--- src/rtl/uart_rx.sv ---
// rtl/uart_rx.sv - 8N1 UART receiver with mid-bit sampling and framing-error flag
module uart_rx #(
    parameter int BAUD_RATE   = 115_200,
    parameter int CLOCK_SPEED = 50_000_000
) (
    input  logic       clk,
    input  logic       rst,
    input  logic       rx,
    output logic [7:0] data_out,
    output logic       rx_valid,
    output logic       frame_err,
    output logic       busy
);
    localparam int BAUD_WIDTH = CLOCK_SPEED / BAUD_RATE;
    localparam int HALF_WIDTH = BAUD_WIDTH / 2;
    localparam int CNT_W      = $clog2(BAUD_WIDTH);
    localparam logic [CNT_W-1:0] BAUD_LAST = CNT_W'(BAUD_WIDTH - 1);
    localparam logic [CNT_W-1:0] HALF_LAST = CNT_W'(HALF_WIDTH - 1);

    if (BAUD_WIDTH < 4) begin : g_baud_check
        $error("uart_rx: BAUD_WIDTH must be at least 4");
    end

    typedef enum logic [2:0] {
        S_IDLE,
        S_START,
        S_DATA,
        S_STOP,
        S_WAIT_HIGH
    } state_t;

    state_t           state_q, state_d;
    logic [CNT_W-1:0] cnt_q, cnt_d;
    logic [2:0]       bit_idx_q, bit_idx_d;
    logic [7:0]       shift_q, shift_d;
    logic [7:0]       data_q, data_d;
    logic             valid_q, valid_d;
    logic             ferr_q, ferr_d;
    logic             rx_meta_q, rx_s_q;

    // Two-flop synchroniser; resets to the idle (high) line level.
    always_ff @(posedge clk or posedge rst) begin
        if (rst) begin
            rx_meta_q <= 1'b1;
            rx_s_q    <= 1'b1;
        end else begin
            rx_meta_q <= rx;
            rx_s_q    <= rx_meta_q;
        end
    end

    always_ff @(posedge clk or posedge rst) begin
        if (rst) begin
            state_q   <= S_IDLE;
            cnt_q     <= '0;
            bit_idx_q <= '0;
            shift_q   <= '0;
            data_q    <= '0;
            valid_q   <= 1'b0;
            ferr_q    <= 1'b0;
        end else begin
            state_q   <= state_d;
            cnt_q     <= cnt_d;
            bit_idx_q <= bit_idx_d;
            shift_q   <= shift_d;
            data_q    <= data_d;
            valid_q   <= valid_d;
            ferr_q    <= ferr_d;
        end
    end

    always_comb begin
        state_d   = state_q;
        cnt_d     = cnt_q + 1'b1;
        bit_idx_d = bit_idx_q;
        shift_d   = shift_q;
        data_d    = data_q;
        valid_d   = 1'b0;
        ferr_d    = 1'b0;
        case (state_q)
            S_IDLE: begin
                cnt_d = '0;
                if (!rx_s_q) state_d = S_START;
            end
            S_START: begin
                if (cnt_q == HALF_LAST) begin
                    cnt_d     = '0;
                    bit_idx_d = '0;
                    state_d   = rx_s_q ? S_IDLE : S_DATA;
                end
            end
            S_DATA: begin
                if (cnt_q == BAUD_LAST) begin
                    cnt_d              = '0;
                    shift_d[bit_idx_q] = rx_s_q;
                    bit_idx_d          = bit_idx_q + 3'd1;
                    if (bit_idx_q == 3'd7) state_d = S_STOP;
                end
            end
            S_STOP: begin
                if (cnt_q == BAUD_LAST) begin
                    cnt_d = '0;
                    if (rx_s_q) begin
                        data_d  = shift_q;
                        valid_d = 1'b1;
                        state_d = S_IDLE;
                    end else begin
                        ferr_d  = 1'b1;
                        state_d = S_WAIT_HIGH;
                    end
                end
            end
            // A held-low line (break) must not be mistaken for a fresh start bit.
            S_WAIT_HIGH: begin
                cnt_d = '0;
                if (rx_s_q) state_d = S_IDLE;
            end
            default: begin
                cnt_d   = '0;
                state_d = S_IDLE;
            end
        endcase
    end

    assign data_out  = data_q;
    assign rx_valid  = valid_q;
    assign frame_err = ferr_q;
    assign busy      = (state_q != S_IDLE);
endmodule
--- config.mk ---
export PLATFORM = sky130hd
export DESIGN_NAME = uart_rx
export DESIGN_NICKNAME = d
export VERILOG_FILES = /design/src/rtl/uart_rx.sv
export SDC_FILE = /design/constraint.sdc
export NUM_CORES = 1
export LEC_CHECK = 0
export CORE_AREA = 2 2 59 61
export DETAILED_ROUTE_END_ITERATION = 8
export DIE_AREA = 0 0 61 63
export GPL_TIMING_DRIVEN = 0
export PLACE_DENSITY = 0.74
export SYNTH_ARGS = -nofsm -noshare
export SYNTH_HDL_FRONTEND = slang
export SYNTH_SLANG_ARGS = --single-unit
--- constraint.sdc ---
create_clock -name clk -period 1.9 [get_ports clk]
set_input_delay 0.19 -clock clk [delete_from_list [all_inputs] [get_ports clk]]
set_output_delay 0.19 -clock clk [all_outputs]
set_load 0.03 [all_outputs]
==> results of run 1 <==
power groups by stage:
stage / logic [mW] / registers, mW / clock network [mW]
floorplan: 0.0132 / 0.764 / 0
global placement: 0.0218 / 0.764 / 0
detailed placement: 0.0223 / 0.764 / 0
CTS: 0.0223 / 0.750 / 0.408
global route: 0.0262 / 0.751 / 0.442
finish: 0.0208 / 0.750 / 0.385
placed cells by master (no fill, tap or decap), types with 2 or more instances in the layout:
cell type | netlist | final
clkbuf_1 | 1 | 2
buf_6 | 3 | 3
and4bb_2 | 2 | 2
nor2_1 | 15 | 15
nor3_1 | 4 | 4
xnor2_1 | 5 | 5
a22o_2 | 2 | 2
a21oi_1 | 2 | 2
dfstp_2 | 2 | 2
clkdlybuf4s50_1 | 0 | 12
nor3b_4 | 2 | 2
clkbuf_4 | 0 | 5
nand2_1 | 7 | 7
nor4b_2 | 1 | 2
inv_1 | 4 | 3
mux2_1 | 3 | 3
dfrtp_1 | 33 | 32
buf_2 | 2 | 2
nand3_1 | 5 | 5
ha_1 | 5 | 5
nand4b_1 | 2 | 2
mux2_2 | 14 | 14
a31oi_1 | 3 | 3
nor2b_1 | 3 | 3
xor2_1 | 2 | 2
nand4_1 | 3 | 3
what timing repair did:
| action | CTS | global route |
|---|---|---|
| gates resized for setup | 1 | 4 |
| buffers inserted | 1 | 1 |
| setup endpoints to repair | 9 | 20 |
| pin swaps | 1 | 2 |
cell type report:
type                            count  share of cell area
Clock inverter                      2             0.00630
Clock buffer                        6              0.0208
Sequential cell                    35               0.443
Tap cell                           46              0.0290
Timing Repair Buffer               15              0.0787
Multi-Input combinational cell     92               0.389
Inverter                            4             0.00756
Buffer                              7              0.0264
sequential cells by signal, indices dropped and copies added, names as in the netlist:
signal,count
rx_valid,1
cnt_q,9
data_out,8
shift_q,8
frame_err,1
rx_meta_q,1
bit_idx_q,3
rx_s_q,1
state_q,3
Yosys cell counts (all sizes together):
library cell,n,area share
dfstp,2,0.031
a22o,2,0.012
and4bb,2,0.015
inv,4,0.0088
xor2,2,0.010
dfrtp,33,0.49
nor3,4,0.012
nor2,16,0.040
nand2,7,0.015
nor3b,2,0.022
or4,1,0.0044
nand4bb,1,0.0096
or3,1,0.0037
and4,1,0.0052
mux2,17,0.11
nor4b,2,0.014
nand3,5,0.015
nor2b,3,0.011
buf,5,0.026
a21oi,2,0.0059
nand4,3,0.011
a32oi,1,0.0096
nand3b,1,0.012
ha,5,0.037
nor4,1,0.0037
a31oi,3,0.011
nand2b,1,0.0037
o21ai,1,0.0029
clkbuf,2,0.0052
nand4b,3,0.019
xnor2,5,0.026
layer usage:
metal / up-vias / wire length [um] / track usage / part of all wire
met5: - / 0 / 0 / 0
met4: 0 / 57 / 0.0734 / 0.020
met3: 6 / 120 / 0.0559 / 0.043
met2: 23 / 1300 / 0.270 / 0.47
met1: 532 / 1310 / 0.235 / 0.47
li1: 531 / - / - / -
worst max-delay path, delay by kind of cell (launching register included):
family                   cells  cell delay [ps]
buffers and inverters        1               70
multiplexers                 1              360
flip-flops                   1              390
AND/OR/NAND/NOR              3              690
adder cells (fa/ha/maj)      1              190
worst paths after layout:
| kind | from | end | slack [ps] | depth (start not counted) |
|---|---|---|---|---|
| worst min-delay path | rx | rx_meta_q | 260 | 1 |
| worst max-delay path | cnt_q[1] | shift_q[4] | 100 | 6 |
| min in group asynchronous | rst | rx_valid | 270 | 2 |
| worst min register to register | rx_meta_q | rx_s_q | 370 | 0 |
| worst max register to register | cnt_q[1] | shift_q[4] | 100 | 6 |
| max in group asynchronous | rst | cnt_q[0] | 1140 | 2 |
kinds of logic (layout without fill, tap and decap cells):
kind of cell / after synthesis / in the layout / synth area share
buf+inv: 11 / 34 / 0.0398
compound gates: 9 / 9 / 0.0413
mux: 17 / 17 / 0.113
fa+ha+maj: 5 / 5 / 0.0368
xor+xnor: 7 / 7 / 0.0361
flops: 35 / 35 / 0.517
simple gates: 54 / 54 / 0.216
==> results by group, run 1 <==
Floorplanning
  • DIE WIDTH: 61 um
  • Initial Util: 0.525
  • Ports: 14
  • Die ar.: about 3800 sq um
  • Core ar.: 3230 sq um
  • Die Y: 63 um
  • Cell Rows: 21

Setup path
  • CP max-delay cell: dfrtp_1
  • Crit path required time: about 2100 ps
  • CP Capture Type: flip-flop
  • Crit-path cells: inv_1, ha_1, and4bb_2, nand3b_4, nor4b_2, mux2_2
  • Max incr delay on CP: between 300 and 400 ps
  • WP data arrival: 2040 ps
  • CP startpoint kind: flip-flop
  • Crit Path Max Fanout: 4
  • WS Path Type: reg -> reg

Place
  • GP Congestion: between 0.8 and 0.9
  • Hpwl dp: about 1.9 mm
  • Pre-CTS worst setup slack: -35.4 ps
  • PortBufs: 13
  • Placed instance count: slightly below 200
  • Placed Area: 1890 sq um

Final layout
  • Antenna diodes: 0
  • Fill cell count: roughly 270
  • Non-filler cells, final: just over 200
  • Multi-input gate area: approximately 770 sq um
  • Final Cell Area: ~2000 sq um
  • Util after Layout: 0.615
  • Layout Nets: 168
  • Register area: approximately 880 sq um
  • Layout cell share with drive strength beyond 1: 0.292
  • Area Overhead vs Synth: 17.0%

Power
  • Clock power frac: 0.333
  • Power consumption: around 1.2 mW
  • Worst vdd ir: 0.000489 V
  • Sw Ratio: 0.226
  • Pwr dens: slightly below 600 nW/um^2
  • P_leak: just over 0.9 nW
  • Cell internal pwr: 0.895 mW
  • Comb power frac: 0.018
  • Switching Power: around 0.26 mW
  • Seq pwr share: 0.649

CTS
  • CTS tree: built
  • H-Tree Depth: 2
  • Hold Buf Count CTS: 0
  • CTS buffer count: 5
  • Root buffer cell: clkbuf_4
  • Clock-pin slew on the worst setup and hold paths: 100 ps
  • Clk Latency, worst-skew pair: ~340 ps
  • CTS Buffer Depth: 2
  • Clock sink total: 35

Status
  • Outcome: completed

GRT
  • Vias in the first global route: about 1100
  • Largest net degree at the start of global routing: 36
  • Initial antenna violation count: 0
  • Global-route usage over all layers: 0.179
  • Overflow after GRT: 0
  • First-pass GRT wire length: about 5.1 mm

Synth
  • Syn avg cell area: between 10 and 15 sq um
  • Synthesized flop and latch total: 35
  • Syn_nets: between 100 and 150
  • Mapped Cells: roughly 140
  • Synth Cell Area: approximately 1700 sq um
  • Synth Warn #: 0
  • Cell variety after synth: 37
  • Seq/Total Area, Yosys: 0.517

Timing
  • Setup violators final: 0
  • RSZ-0062 raised after global routing: no
  • Period Utilization, post-route: 0.949
  • Final min period: about 1800 ps
  • Worst hold slack: ~260 ps
  • Final hold violations: 0
  • Worst relative slew slack: 0.535
  • Max Clock Freq: roughly 0.55 GHz
  • TNS Setup: 0 ps
  • PnR worst setup slack: about 96 ps
  • Pins over their slew limit: 0
  • Worst Tran Pin Value: between 600 and 700 ps
  • Fin Clk Skew: ~9.1 ps

Route
  • WL/cell: around 13 um
  • Residual DRC count: 0
  • Total number of vias: around 1100
  • Starting DRT DRC Count: 47
  • Final ANT Viol Nets: 0
  • Post-DR vias/cell: around 5.3
  • Detailed Route WL: ~2.8 mm
  • First-pass detailed-route iteration total: 4

Flow run
  • Max Cap Viol: 0

Worst hold path
  • Hold Crit Class: in -> reg
No activity file was read; power rests on OpenSTA's default activity.
==> run 2, diff against run 1 <==
- SKIP_LAST_GASP: unset -> 1
==> run 2 against run 1 <==
Net effect: maximum frequency increased by 0.14%; hold slack worse by 0.62 ps; largest cell class unchanged; critical endpoint unchanged; critical path type unchanged; wire length is 1.6% lower.
==> results by group, run 2 (synthesized netlist as in run 1, its figures left out) <==
Timing
  • Worst relative slew slack: 0.536 (was 0.535)
  • TNS Setup: 0 ps (unchanged)
  • Pins over their slew limit: 0 (unchanged)
  • Setup violators final: 0 (unchanged)
  • RSZ-0062 raised after global routing: yes (was no)
  • Max Clock Freq: 0.555 GHz (was 0.554 GHz)
  • PnR worst setup slack: 98.9 ps (was 96.3 ps)
  • Final min period: 1800 ps (about the same)
  • Fin Clk Skew: 7.89 ps (was 9.13 ps)
  • Period Utilization, post-route: 0.948 (was 0.949)
  • Worst hold slack: 261 ps (was 262 ps)
  • Final hold violations: 0 (unchanged)
  • Worst Tran Pin Value: 694 ps (was 696 ps)

Final layout
  • Biggest register: cnt_q (unchanged)
  • Non-filler cells, final: 207 (unchanged)
  • Most frequent cells in the layout: dfrtp_1, nor2_1, mux2_2 (unchanged)
  • Layout Nets: 168 (unchanged)
  • Antenna diodes: 0 (unchanged)
  • Util after Layout: 0.611 (was 0.615)
  • Max reg flops: 9 (unchanged)
  • Layout cell share with drive strength beyond 1: 0.292 (unchanged)
  • Final Cell Area: 1980 sq um (was 1990 sq um)
  • Area Overhead vs Synth: 16.4% (was 17.0%)
  • Most common cell after layout, fill and taps aside: dfrtp_1 (unchanged)

Setup path
  • Crit Path Max Fanout: 4 (unchanged)
  • CP Capture Type: flip-flop (unchanged)
  • R2R depth: 6 (unchanged)
  • WS Path Type: reg -> reg (unchanged)
  • WP data arrival: 2030 ps (was 2040 ps)
  • Crit path required time: 2130 ps (about the same)
  • CP startpoint kind: flip-flop (unchanged)

Power
  • Worst vdd ir: 0.000491 V (was 0.000489 V)
  • Pwr dens: 586 nW/um^2 (was 582 nW/um^2)
  • Power consumption: 1.16 mW (about the same)
  • P_leak: 0.907 nW (was 0.908 nW)

CTS
  • Clk Latency, worst-skew pair: 340 ps (about the same)
  • Hold Buf Count CTS: 0 (unchanged)
  • Clock sink total: 35 (unchanged)
  • CTS buffer count: 5 (unchanged)
  • Clock-pin slew on the worst setup and hold paths: 100 ps (about the same)
  • H-Tree Depth: 2 (unchanged)
  • CTS tree: built (unchanged)
  • Root buffer cell: clkbuf_4 (unchanged)
  • CTS Buffer Depth: 2 (unchanged)

Worst hold path
  • Hold Crit Class: in -> reg (unchanged)
  • Cell count of the worst hold path: 1 (unchanged)

Route
  • First-pass detailed-route iteration total: 4 (unchanged)
  • Post-DR vias/cell: 5.27 (was 5.28)
  • Total number of vias: 1091 (was 1092)
  • Starting DRT DRC Count: 51 (was 47)
  • Residual DRC count: 0 (unchanged)
  • Final ANT Viol Nets: 0 (unchanged)
  • WL/cell: 13.3 um (was 13.5 um)
  • Detailed Route WL: 2.74 mm (was 2.79 mm)

Floorplanning
  • Core ar.: 3230 sq um (unchanged)
  • Die Y: 63 um (unchanged)
  • Ports: 14 (unchanged)
  • Die ar.: 3840 sq um (unchanged)
  • Cell Rows: 21 (unchanged)
  • Initial Util: 0.525 (unchanged)
  • DIE WIDTH: 61 um (unchanged)

GRT
  • Largest net degree at the start of global routing: 36 (unchanged)
  • Initial antenna violation count: 0 (unchanged)
  • Overflow after GRT: 0 (unchanged)
  • Vias in the first global route: 1113 (unchanged)
  • First-pass GRT wire length: 5.09 mm (unchanged)
  • Global-route usage over all layers: 0.179 (unchanged)

Place
  • GP Congestion: 0.819 (unchanged)
  • Placed Area: 1890 sq um (unchanged)
  • Pre-CTS worst setup slack: -35.4 ps (unchanged)
  • Hpwl dp: 1.93 mm (unchanged)
  • PortBufs: 13 (unchanged)
  • Placed instance count: 197 (unchanged)

Status
  • Outcome: completed (unchanged)

Flow run
  • Max Cap Viol: 0 (unchanged)
-- run 2: cell counts in the layout (fill, tap and decap cells not counted) --
Identical to the previous run, type by type.
-- run 2: layout make-up --
class,instances,area [sq um]
fill,273,1260
sequential,35,880
multi-input combinational,92,761
timing repair buffer,15,156
tap,46,57.6
buffer,7,52.6
clock buffer,6,41.3
inverter,4,15.0
clock inverter,2,12.5
-- run 2: power breakdown --
group	internal, mW	leakage [nW]	switching [mW]
registers	0.748	0.466	0.00168
clock network	0.143	0.0282	0.244
logic	0.00437	0.413	0.0164
total	0.895	0.907	0.262
-- run 2: timing repair --
item / in CTS / in global routing
resized for setup: 1 / 3
cloned: 0 / 0
pin swaps: 1 / 2
setup endpoints to repair: 9 / 20
setup buffers: 1 / 1
-- run 2: path summary, 6_finish.rpt --
path | startpoint | end | slack [ps]
setup / recovery | cnt_q[1] | shift_q[4] | 100
hold / removal | rx | rx_meta_q | 260
setup reg to reg | cnt_q[1] | shift_q[4] | 100
hold reg to reg | rx_meta_q | rx_s_q | 370
max in group asynchronous | rst | cnt_q[0] | 1150
min in group asynchronous | rst | rx_valid | 270
-- run 2: layer usage --
| layer | wire (um) | vias to the layer above | part of all wire | GRT usage |
|---|---|---|---|---|
| met5 | 0 | - | 0 | 0 |
| met4 | 56 | 0 | 0.020 | 0.0734 |
| met3 | 111 | 6 | 0.040 | 0.0559 |
| li1 | - | 532 | - | - |
| met2 | 1290 | 19 | 0.47 | 0.270 |
| met1 | 1290 | 534 | 0.47 | 0.235 |
-- run 2: worst max-delay path, stage by stage (launching register included) --
cell      delay [ps]
dfrtp_1          390
inv_1             70
ha_1             190
and4bb_2         290
nand3b_4         110
nor4b_2          280
mux2_2           360
==> run 3, diff against run 2 <==
- ABC_AREA: unset -> 1
- CORE_AREA: 2 2 59 61 -> 2 2 60 62
- DIE_AREA: 0 0 61 63 -> 0 0 62 64
- PLACE_DENSITY: 0.74 -> 0.76
==> run 3 against run 2 <==
Net effect: register-to-register slack better by 250 ps; sequential share of layout area shrank 2.4 points; final cell count grew 40%; via count rose by 27%; clock power is 5.9% higher; critical path depth shrank 5; first-iteration DRC count up 53%; critical path type is now reg -> out; critical endpoint is now data_out[0]; largest cell class unchanged.
==> results by group, run 3 <==
Status
  • Outcome: completed (unchanged)

Timing
  • Fin Clk Skew: 11.8 ps (was 7.89 ps)
  • TNS Setup: 0 ps (unchanged)
  • Final min period: 1580 ps (was 1800 ps)
  • Period Utilization, post-route: 0.829 (was 0.948)
  • PnR worst setup slack: 325 ps (was 98.9 ps)
  • Worst Tran Pin Value: 703 ps (was 694 ps)
  • RSZ-0062 raised after global routing: no (was yes)
  • Setup violators final: 0 (unchanged)
  • Pins over their slew limit: 0 (unchanged)
  • Worst relative slew slack: 0.531 (was 0.536)
  • Final hold violations: 0 (unchanged)
  • Max Clock Freq: 0.635 GHz (was 0.555 GHz)

Route
  • First-pass detailed-route iteration total: 5 (was 4)
  • Final ANT Viol Nets: 0 (unchanged)
  • Starting DRT DRC Count: 78 (was 51)
  • Detailed Route WL: 2.96 mm (was 2.74 mm)
  • Post-DR vias/cell: 4.79 (was 5.27)
  • Residual DRC count: 0 (unchanged)
  • Total number of vias: 1383 (was 1091)
  • WL/cell: 10.3 um (was 13.3 um)

Floorplanning
  • Core ar.: 3280 sq um (was 3230 sq um)
  • Ports: 14 (unchanged)
  • Initial Util: 0.559 (was 0.525)
  • DIE WIDTH: 62 um (was 61 um)
  • Die ar.: 3970 sq um (was 3840 sq um)
  • Cell Rows: 21 (unchanged)
  • Die Y: 64 um (was 63 um)

Worst hold path
  • Cell count of the worst hold path: 1 (unchanged)
  • Hold Crit Class: in -> reg (unchanged)

Final layout
  • Most frequent cells in the layout: nand2_1, dfrtp_1, inv_1, nor2_1, nand3_1 (was dfrtp_1, nor2_1, mux2_2)
  • Biggest register: cnt_q (unchanged)
  • Most common cell after layout, fill and taps aside: nand2_1 (was dfrtp_1)
  • Layout Nets: 251 (was 168)
  • Max reg flops: 9 (unchanged)
  • Fill cell count: 287 (was 273)
  • Antenna diodes: 0 (unchanged)
  • Layout cell share with drive strength beyond 1: 0.165 (was 0.292)
  • Area Overhead vs Synth: 13.4% (was 16.4%)
  • Non-filler cells, final: 289 (was 207)

Synth
  • Dominant cells by area after synthesis: dfrtp_1, nand2_1, inv_1 (was dfrtp_1, mux2_2, ha_1)
  • Synth Cell Area: 1840 sq um (was 1700 sq um)
  • Area share of fa/ha/maj cells after synthesis: 0.0341 (was 0.0368)
  • Synth area leader: dfrtp_1 (unchanged)
  • Largest family of logic cells by synthesized area: simple AND/OR/NAND/NOR gates (unchanged)
  • EDFF count, synth: 0 (unchanged)
  • Synth Area in Compound Gates: 0.0627 (was 0.0413)
  • Seq/Total Area, Yosys: 0.478 (was 0.517)
  • Most frequent cell after synthesis: nand2_1 (was dfrtp_1)
  • Mapped Cells: 223 (was 138)
  • Synth async-reset ratio: 1.00 (unchanged)
  • Syn avg cell area: 8.24 sq um (was 12.3 sq um)
  • Post-synthesis simple-gate area fraction: 0.327 (was 0.216)
  • Synth top area share: 0.450 (was 0.486)
  • Post-synthesis xor/xnor area fraction: 0.0143 (was 0.0361)
  • Syn_nets: 231 (was 146)
  • Post-synth top cells: nand2_1, dfrtp_1, inv_1 (was dfrtp_1, nor2_1, mux2_2)
  • Cell variety after synth: 29 (was 37)
  • Synth Warn #: 0 (unchanged)
  • Post-synthesis mux area share: 0 (was 0.113)
  • Most used DFF post-synth: dfrtp_1 (unchanged)
  • Synthesized flop and latch total: 35 (unchanged)

CTS
  • H-Tree Depth: 2 (unchanged)
  • CTS buffer count: 5 (unchanged)
  • Root buffer cell: clkbuf_4 (unchanged)
  • CTS tree: built (unchanged)
  • Post-CTS Setup Bufs: 0 (was 1)
  • Clock sink total: 35 (unchanged)
  • Clock-pin slew on the worst setup and hold paths: 110 ps (was 100 ps)
  • CTS Buffer Depth: 2 (unchanged)
  • Clk Latency, worst-skew pair: 340 ps (about the same)

Setup path
  • WS Path Type: reg -> out (was reg -> reg)
  • CP startpoint kind: flip-flop (unchanged)
  • Crit path required time: 1710 ps (was 2130 ps)
  • Crit Path Max Fanout: 2 (was 4)
  • CP bufs+invs: 1 (unchanged)
  • Stages on the worst setup path: 1 (was 6)
  • WP data arrival: 1390 ps (was 2030 ps)
  • R2R depth: 10 (was 6)
  • CP Capture Type: output port (was flip-flop)
  • Max incr delay on CP: 670 ps (was 390 ps)
  • Top Family by Delay on Critical Path: buffers and inverters (was simple AND/OR/NAND/NOR gates)
  • CP max-delay cell: clkdlybuf4s50_1 (was dfrtp_1)
  • Crit-path cells: clkdlybuf4s50_1 (was inv_1, ha_1, and4bb_2, nand3b_4, nor4b_2, mux2_2)

Place
  • PortBufs: 13 (unchanged)
  • GP Congestion: 0.908 (was 0.819)
  • Pre-CTS worst setup slack: 133 ps (was -35.4 ps)
  • Placed instance count: 282 (was 197)
  • Hpwl dp: 2.19 mm (was 1.93 mm)

Power
  • Worst vdd ir: 0.000422 V (was 0.000491 V)
  • Pwr dens: 569 nW/um^2 (was 586 nW/um^2)
  • P_leak: 0.999 nW (was 0.907 nW)
  • Power consumption: 1.18 mW (was 1.16 mW)

GRT
  • First-pass GRT wire length: 5.47 mm (was 5.09 mm)
  • Global-route usage over all layers: 0.181 (was 0.179)
  • Met3 usage: 0.0547 (was 0.0559)
  • M1 GR Usage: 0.220 (was 0.235)
  • Largest net degree at the start of global routing: 36 (unchanged)
  • Vias in the first global route: 1354 (was 1113)
  • Initial antenna violation count: 0 (unchanged)
  • Gr busiest metal: met2 (unchanged)
  • GR Layer Usage met2: 0.303 (was 0.270)
  • Overflow after GRT: 0 (unchanged)

Flow run
  • Max Cap Viol: 0 (unchanged)
==> run 3: cell count changes in the layout (fill, tap and decap cells not counted), moves of 6 or more <==
cell	before	now
nand2_1	7	62
inv_1	3	26
nand3_1	5	16
mux2_2	14	0
nand2_2	0	6
nor2_1	15	26
==> run 3: layout make-up <==
type / instances / area (sq um) / share of cell area
flip-flops and latches: 35 / 878 / 0.422
multi-input cells: 152 / 805 / 0.386
repair buffers: 13 / 133 / 0.0637
inverters: 33 / 126 / 0.0607
well taps: 46 / 57.6 / 0.0276
clock buffers: 6 / 51.3 / 0.0246
plain buffers: 3 / 27.5 / 0.0132
clock inverters: 1 / 5.00 / 0.00240
==> run 3: repair_timing <==
action	in CTS	in global routing
hold buffers	0	0
resized for setup	0	1
setup endpoints to repair	0	1
==> run 3: cells by family after synthesis <==
| group | count (synthesis) |
|---|---|
| xor gates and xnor gates | 3 |
| DFF | 35 |
| adders and majority gates | 5 |
| buffers and inverters | 36 |
| and+or+nand+nor | 127 |
| AOI/OAI and AO/OA | 17 |
==> run 3: per-layer routing <==
metal	part of all wire	routed length, um
met4	0.016	47
met2	0.47	1400
met5	0	0
met3	0.035	104
met1	0.48	1410
==> run 3: report_power, final <==
group	switching, mW	internal [mW]	leakage, nW	total [mW]
Sequential	0.000399	0.748	0.467	0.749
Combinational	0.0205	0.00545	0.498	0.0259
Clock	0.239	0.171	0.0341	0.410
Total	0.260	0.925	0.999	1.18
==> run 3: worst paths after layout <==
| path | from | endpoint | slack (ps) |
|---|---|---|---|
| hold / removal | rx | rx_meta_q | 260 |
| setup / recovery | data_out[0] | data_out[0] | 320 |
| max in group asynchronous | rst | state_q[2] | 1160 |
| min in group asynchronous | rst | shift_q[6] | 280 |
| setup reg to reg | cnt_q[1] | data_out[1] | 350 |
| hold reg to reg | rx_meta_q | rx_s_q | 360 |
==> run 3: metrics by stage <==
stage | hold slack [ps] | cell area [sq um] | util
6_report | 255 | 2080 | 0.634
5_1_grt | 252 | 2080 | 0.634
4_1_cts | 243 | 2080 | 0.634
3_5_place_dp | 347 | 2020 | 0.616
3_3_place_gp | 345 | 2020 | 0.616
2_1_floorplan | 194 | 1840 | -
